`config.mk`:
```
export PLATFORM = sky130hd
export DESIGN_NAME = hazard_control_unit
export DESIGN_NICKNAME = d
export VERILOG_FILES = /design/src/rtl/hazard_control_unit.sv
export SDC_FILE = /design/constraint.sdc
export NUM_CORES = 1
export LEC_CHECK = 0
export ABC_AREA = 1
export CORE_ASPECT_RATIO = 0.8
export CORE_MARGIN = 2
export CORE_UTILIZATION = 51
export CTS_BUF_LIST = sky130_fd_sc_hd__clkbuf_2
export DETAILED_ROUTE_END_ITERATION = 6
export GPL_TIMING_DRIVEN = 0
export PLACE_DENSITY_LB_ADDON = 0.25
export RECOVER_POWER = 100
export SLEW_MARGIN = 20
export SYNTH_ARGS = -nofsm -noshare
export SYNTH_HDL_FRONTEND = slang
export SYNTH_SLANG_ARGS = --single-unit
```
`constraint.sdc`:
```
create_clock -name clk -period 2.05 [get_ports clk]
set_input_delay 0.205 -clock clk [delete_from_list [all_inputs] [get_ports clk]]
set_output_delay 0.205 -clock clk [all_outputs]
set_load 0.05 [all_outputs]
```
`src/rtl/hazard_control_unit.sv`:
```
`default_nettype none
// ============================================================================
// Module   : hazard_control_unit
// Purpose  : 5-stage pipeline sequencer: load-use stalls, branch flushes,
//            memory-wait freeze with timeout, saturating stall/flush counters.
// Revision : 1.0
// ============================================================================
module hazard_control_unit #(
    parameter int TIMEOUT = 16,
    parameter int CNT_W   = 16
) (
    input  logic             clk,
    input  logic             rst_n,
    input  logic [4:0]       rs1Id,
    input  logic [4:0]       rs2Id,
    input  logic             usesRs2Id,
    input  logic [4:0]       rdEx,
    input  logic             memReadEx,
    input  logic             branchTakenEx,
    input  logic             memReqMem,
    input  logic             memReady,
    input  logic             clearErr,
    output logic             pcWrite,
    output logic             ifIdWrite,
    output logic             ifIdFlush,
    output logic             idExWrite,
    output logic             idExFlush,
    output logic             exMemWrite,
    output logic             memWbFlush,
    output logic             memTimeout,
    output logic [CNT_W-1:0] stallCnt,
    output logic [CNT_W-1:0] flushCnt
);

    localparam int WAIT_W = (TIMEOUT > 2) ? $clog2(TIMEOUT) : 1;
    localparam logic [WAIT_W-1:0] c_WAIT_LAST = WAIT_W'(TIMEOUT - 1);
    localparam logic [CNT_W-1:0]  c_CNT_MAX   = {CNT_W{1'b1}};

    typedef enum logic [1:0] {
        RUN      = 2'd0,
        MEM_WAIT = 2'd1,
        ERROR    = 2'd2
    } state_t;

    state_t            r_state;
    logic [WAIT_W-1:0] r_wait_cnt;

    logic w_load_use;
    logic w_freeze;
    logic w_branch_flush;

    assign w_load_use = memReadEx && (rdEx != 5'd0) &&
                        ((rdEx == rs1Id) || (usesRs2Id && (rdEx == rs2Id)));

    // A MEM_WAIT cycle that sees memReady is already released.
    assign w_freeze = (r_state == ERROR) ||
                      ((r_state == MEM_WAIT) && !memReady) ||
                      ((r_state == RUN) && memReqMem && !memReady);

    assign w_branch_flush = rst_n && !w_freeze && branchTakenEx;

    always_comb begin
        pcWrite    = 1'b1;
        ifIdWrite  = 1'b1;
        ifIdFlush  = 1'b0;
        idExWrite  = 1'b1;
        idExFlush  = 1'b0;
        exMemWrite = 1'b1;
        memWbFlush = 1'b0;
        if (!rst_n) begin
            // Reset forces defaults regardless of pipeline inputs.
        end else if (w_freeze) begin
            pcWrite    = 1'b0;
            ifIdWrite  = 1'b0;
            idExWrite  = 1'b0;
            exMemWrite = 1'b0;
            memWbFlush = 1'b1;
        end else if (branchTakenEx) begin
            ifIdFlush  = 1'b1;
            idExFlush  = 1'b1;
        end else if (w_load_use) begin
            pcWrite    = 1'b0;
            ifIdWrite  = 1'b0;
            idExFlush  = 1'b1;
        end
    end

    always_ff @(posedge clk or negedge rst_n) begin
        if (!rst_n) begin
            r_state    <= RUN;
            r_wait_cnt <= '0;
            memTimeout <= 1'b0;
            stallCnt   <= '0;
            flushCnt   <= '0;
        end else begin
            case (r_state)
                RUN: begin
                    if (memReqMem && !memReady) begin
                        r_state    <= MEM_WAIT;
                        r_wait_cnt <= WAIT_W'(1);
                    end
                end
                MEM_WAIT: begin
                    if (memReady) begin
                        r_state    <= RUN;
                        r_wait_cnt <= '0;
                    end else if (r_wait_cnt == c_WAIT_LAST) begin
                        r_state    <= ERROR;
                        memTimeout <= 1'b1;
                    end else begin
                        r_wait_cnt <= r_wait_cnt + WAIT_W'(1);
                    end
                end
                ERROR: begin
                    if (clearErr) begin
                        r_state    <= RUN;
                        memTimeout <= 1'b0;
                        r_wait_cnt <= '0;
                    end
                end
                default: begin
                    r_state    <= RUN;
                    r_wait_cnt <= '0;
                end
            endcase

            if (!pcWrite && (stallCnt != c_CNT_MAX))
                stallCnt <= stallCnt + CNT_W'(1);
            if (w_branch_flush && (flushCnt != c_CNT_MAX))
                flushCnt <= flushCnt + CNT_W'(1);
        end
    end

endmodule
`default_nettype wire

```
==> metrics.yaml <==
outcome: "finished with violations"
violations: "negative setup slack"
maxCapViolations: 0
maxSlewHeadroom: 0.07727
tns_ns: -0.06279
postSynthCellCount: 358
synth_top_area_frac: 0.3783
grt_max_degree: 26
powerDensity_nw_per_um2: 880.1
cts_root_buf: "clkbuf_2"
start_util: 0.5212
tightest_slew_ns: 1.384
antenna_cells: 0
io_pins: 63
chipWidth_um: 83.52
clk_path_buf_depth: 2
syn-num-nets: 384
tritoncts: "built"
power_leakage_uw: 0.001627
clk_latency_ns: 0.45
fmax_ghz: 0.4766
grt_pass1_vias: 2397
rows: 23
crit_chain: "o21ai_2 > nand2_2 > nor2_4 > clkinvlp_4 > nand2_4 > clkinvlp_4 > buf_8 > buf_8"
synth_seq_cells: 39
vias: 2608
p_sw_uw: 1410
hold_viol_final: 0
finClkSkew_ns: 0.009885
grt_pass1_wl_mm: 11.02
critical_path.top_delay_family: "buffers and inverters"
yosysSeqAreaShare: 0.3783
wl_mm: 6.787
die_area_um2: 5647
finalCriticalPeriod_ns: 2.098
io_buffers: 62
slowest_delay_ns: 0.48
antenna_found_initial: 0
critPathKind: "flop to primary output"
p_seq_frac: 0.370
cp_data_required_time_ns: 1.85
hold_slack_ns: 0.3561
drive_gt1_frac: 0.1256
cts_buffers: 5
p_int_uw: 1583
critPathSlowestCell: "dfrtp_1"
place_congestion: 0.9412
overflow: 0
synth_top_cell_by_area: "dfrtp_1"
crit_buf_inv: 4
track_usage: 0.2477
yosys_warnings: 0
setup_violations: 2
final_max_slew_viol_count: 0
hold_path.class: "primary input to flop"
start_kind: "flop"
avgSynthCellArea_um2: 7.207
clkTransAtPathRegs_ns: 0.21
dp_hpwl_mm: 4.963
comb_power_share: 0.464
ant_nets: 0
max-vdd-ir-drop_v: 0.0009609
clock_power_share: 0.166
die_h_um: 67.62
arrival_ns: 1.89
cts_sinks: 39
synth-edff-count: 0
period_share: 1.024
fin_ws_ns: -0.04818
final_nets: 463
core_um2: 4950
drt-initial-drc-count: 167
drc: 0
drt_pre_antenna_iters: 4
synth.most_common_cell: "nand2_1"
crit_path_end_kind: "primary output"
p_sw_frac: 0.4711
wl_per_cell_um: 13.57
rsz0062_at_grt: "yes"
synth_flop_cell: "dfrtp_1"
synth.area.top_cells: "dfrtp_1 38%, nand2_1 17%, nand3_1 7.4%, inv_1 6.4%, xor2_1 6.1%"
cp_max_fo: 3
vias_per_cell: 5.216
syn-cell-area_um2: 2580
htreeDepth: 2
async_flop_share: 1.000
syn_to_final_growth_pct: 31.77
synth_cell_type_count: 30
synth_commonest_cells: "118 x nand2_1, 44 x inv_1, 39 x dfrtp_1"
==> timing repair <==
action                     in CTS  in global routing
hold endpoints to repair       14                  0
gates cloned                    0                  0
pin swaps                       4                  5
gates resized for setup        38                 22
setup endpoints to repair       9                 37
setup buffers                   2                  7
hold buffers                    2                  0
==> cells in the final DEF, fill, tap and decap left out, types with 2 or more instances in the layout <==
cell type and count:
o21ai_0 7, buf_2 2, xnor2_1 8, clkdlybuf4s50_1 42, dlygate4sd2_1 3, nand4_1 7, clkinvlp_4 2, inv_1 42
a32o_1 2, dfrtp_2 2, nand3b_1 2, buf_6 5, clkbuf_2 5, o21ai_1 2, inv_2 2, nor2_2 2
o21ai_2 9, ha_1 3, a21oi_1 3, nand3_2 2, buf_4 12, nand2_1 116, clkbuf_1 7, nand2_2 3
dlygate4sd3_1 6, nor2_4 2, nor2_1 25, dfrtp_1 37, nand3_1 38, buf_8 2, xor2_1 18, nor3_1 10
==> final cells by class <==
cell class | instances | area [um^2]
well taps | 62 | 77.57
repair buffers | 74 | 665.6
plain buffers | 6 | 61.31
clock inverters | 3 | 38.79
multi-input cells | 264 | 1366
inverters | 47 | 186.4
clock buffers | 5 | 25.02
flip-flops and latches | 39 | 978.4
fillers | 444 | 1550
==> layer usage <==
layer	share of wire	GRT usage	vias to the layer above
met3	0.067	0.06357	6
met5	0	0	-
li1	-	-	1292
met4	0.011	0.07056	0
met2	0.47	0.4264	91
met1	0.45	0.3148	1219
==> power by group through the flow <==
stage | Sequential (uW) | Combinational, uW | Clock, uW
after floorplan | 1540 | 477 | 0
after global placement | 1110 | 1350 | 0
after detailed placement | 1120 | 1390 | 0
after CTS | 1100 | 1390 | 501
after global routing | 1140 | 1490 | 524
final | 1110 | 1390 | 496
==> state kept, by name, indices dropped and copies added (netlist names) <==
signal and flops:
flushCnt 16, memTimeout 1, r_state 2, r_wait_cnt 4
stallCnt 16
==> final timing paths <==
| kind | startpoint | end | slack, ns | cells past startpoint |
|---|---|---|---|---|
| worst max-delay path | r_state[1] | pcWrite | -0.05 | 8 |
| worst min-delay path | clearErr | r_state[1] | 0.36 | 4 |
| min in group asynchronous | rst_n | flushCnt[11] | 0.73 | 3 |
| worst max register to register | stallCnt[0] | stallCnt[6] | 0.04 | 10 |
| worst min register to register | stallCnt[14] | stallCnt[14] | 0.53 | 2 |
| max in group asynchronous | rst_n | flushCnt[0] | 0.42 | 3 |
==> logic make-up after synthesis <==
kind of cell,Yosys count,synth area share
compound gates,25,0.06887
xor+xnor,26,0.08826
fa+ha+maj,3,0.01455
buf+inv,55,0.09748
flops,39,0.3783
simple gates,210,0.3526
==> per-stage QoR <==
step                cell area (um^2)  std cells  utilization  setup WS (ns)  power, uW
detailed placement              3326        483       0.6719        -0.7832       2505
global placement                3311        482       0.6689         -2.112       2466
floorplan                       2613        358            -        -0.3961       2014
CTS                             3413        494       0.6896        -0.1625       2997
finish                          3400        500       0.6868       -0.04818       2992
global route                    3400        500       0.6868        -0.1474       3150
==> worst reg2reg max path: stages (launching register included) <==
cell and delay (ns):
dfrtp_1 0.50, ha_1 0.26, nand2_2 0.10, nor2_4 0.19, nand3_2 0.13, nor2_2 0.11
nand3_2 0.13, nand2_1 0.24, buf_6 0.18, nand2_1 0.07, nand2_1 0.06
Note: power is estimated with default switching activity, not from simulation.
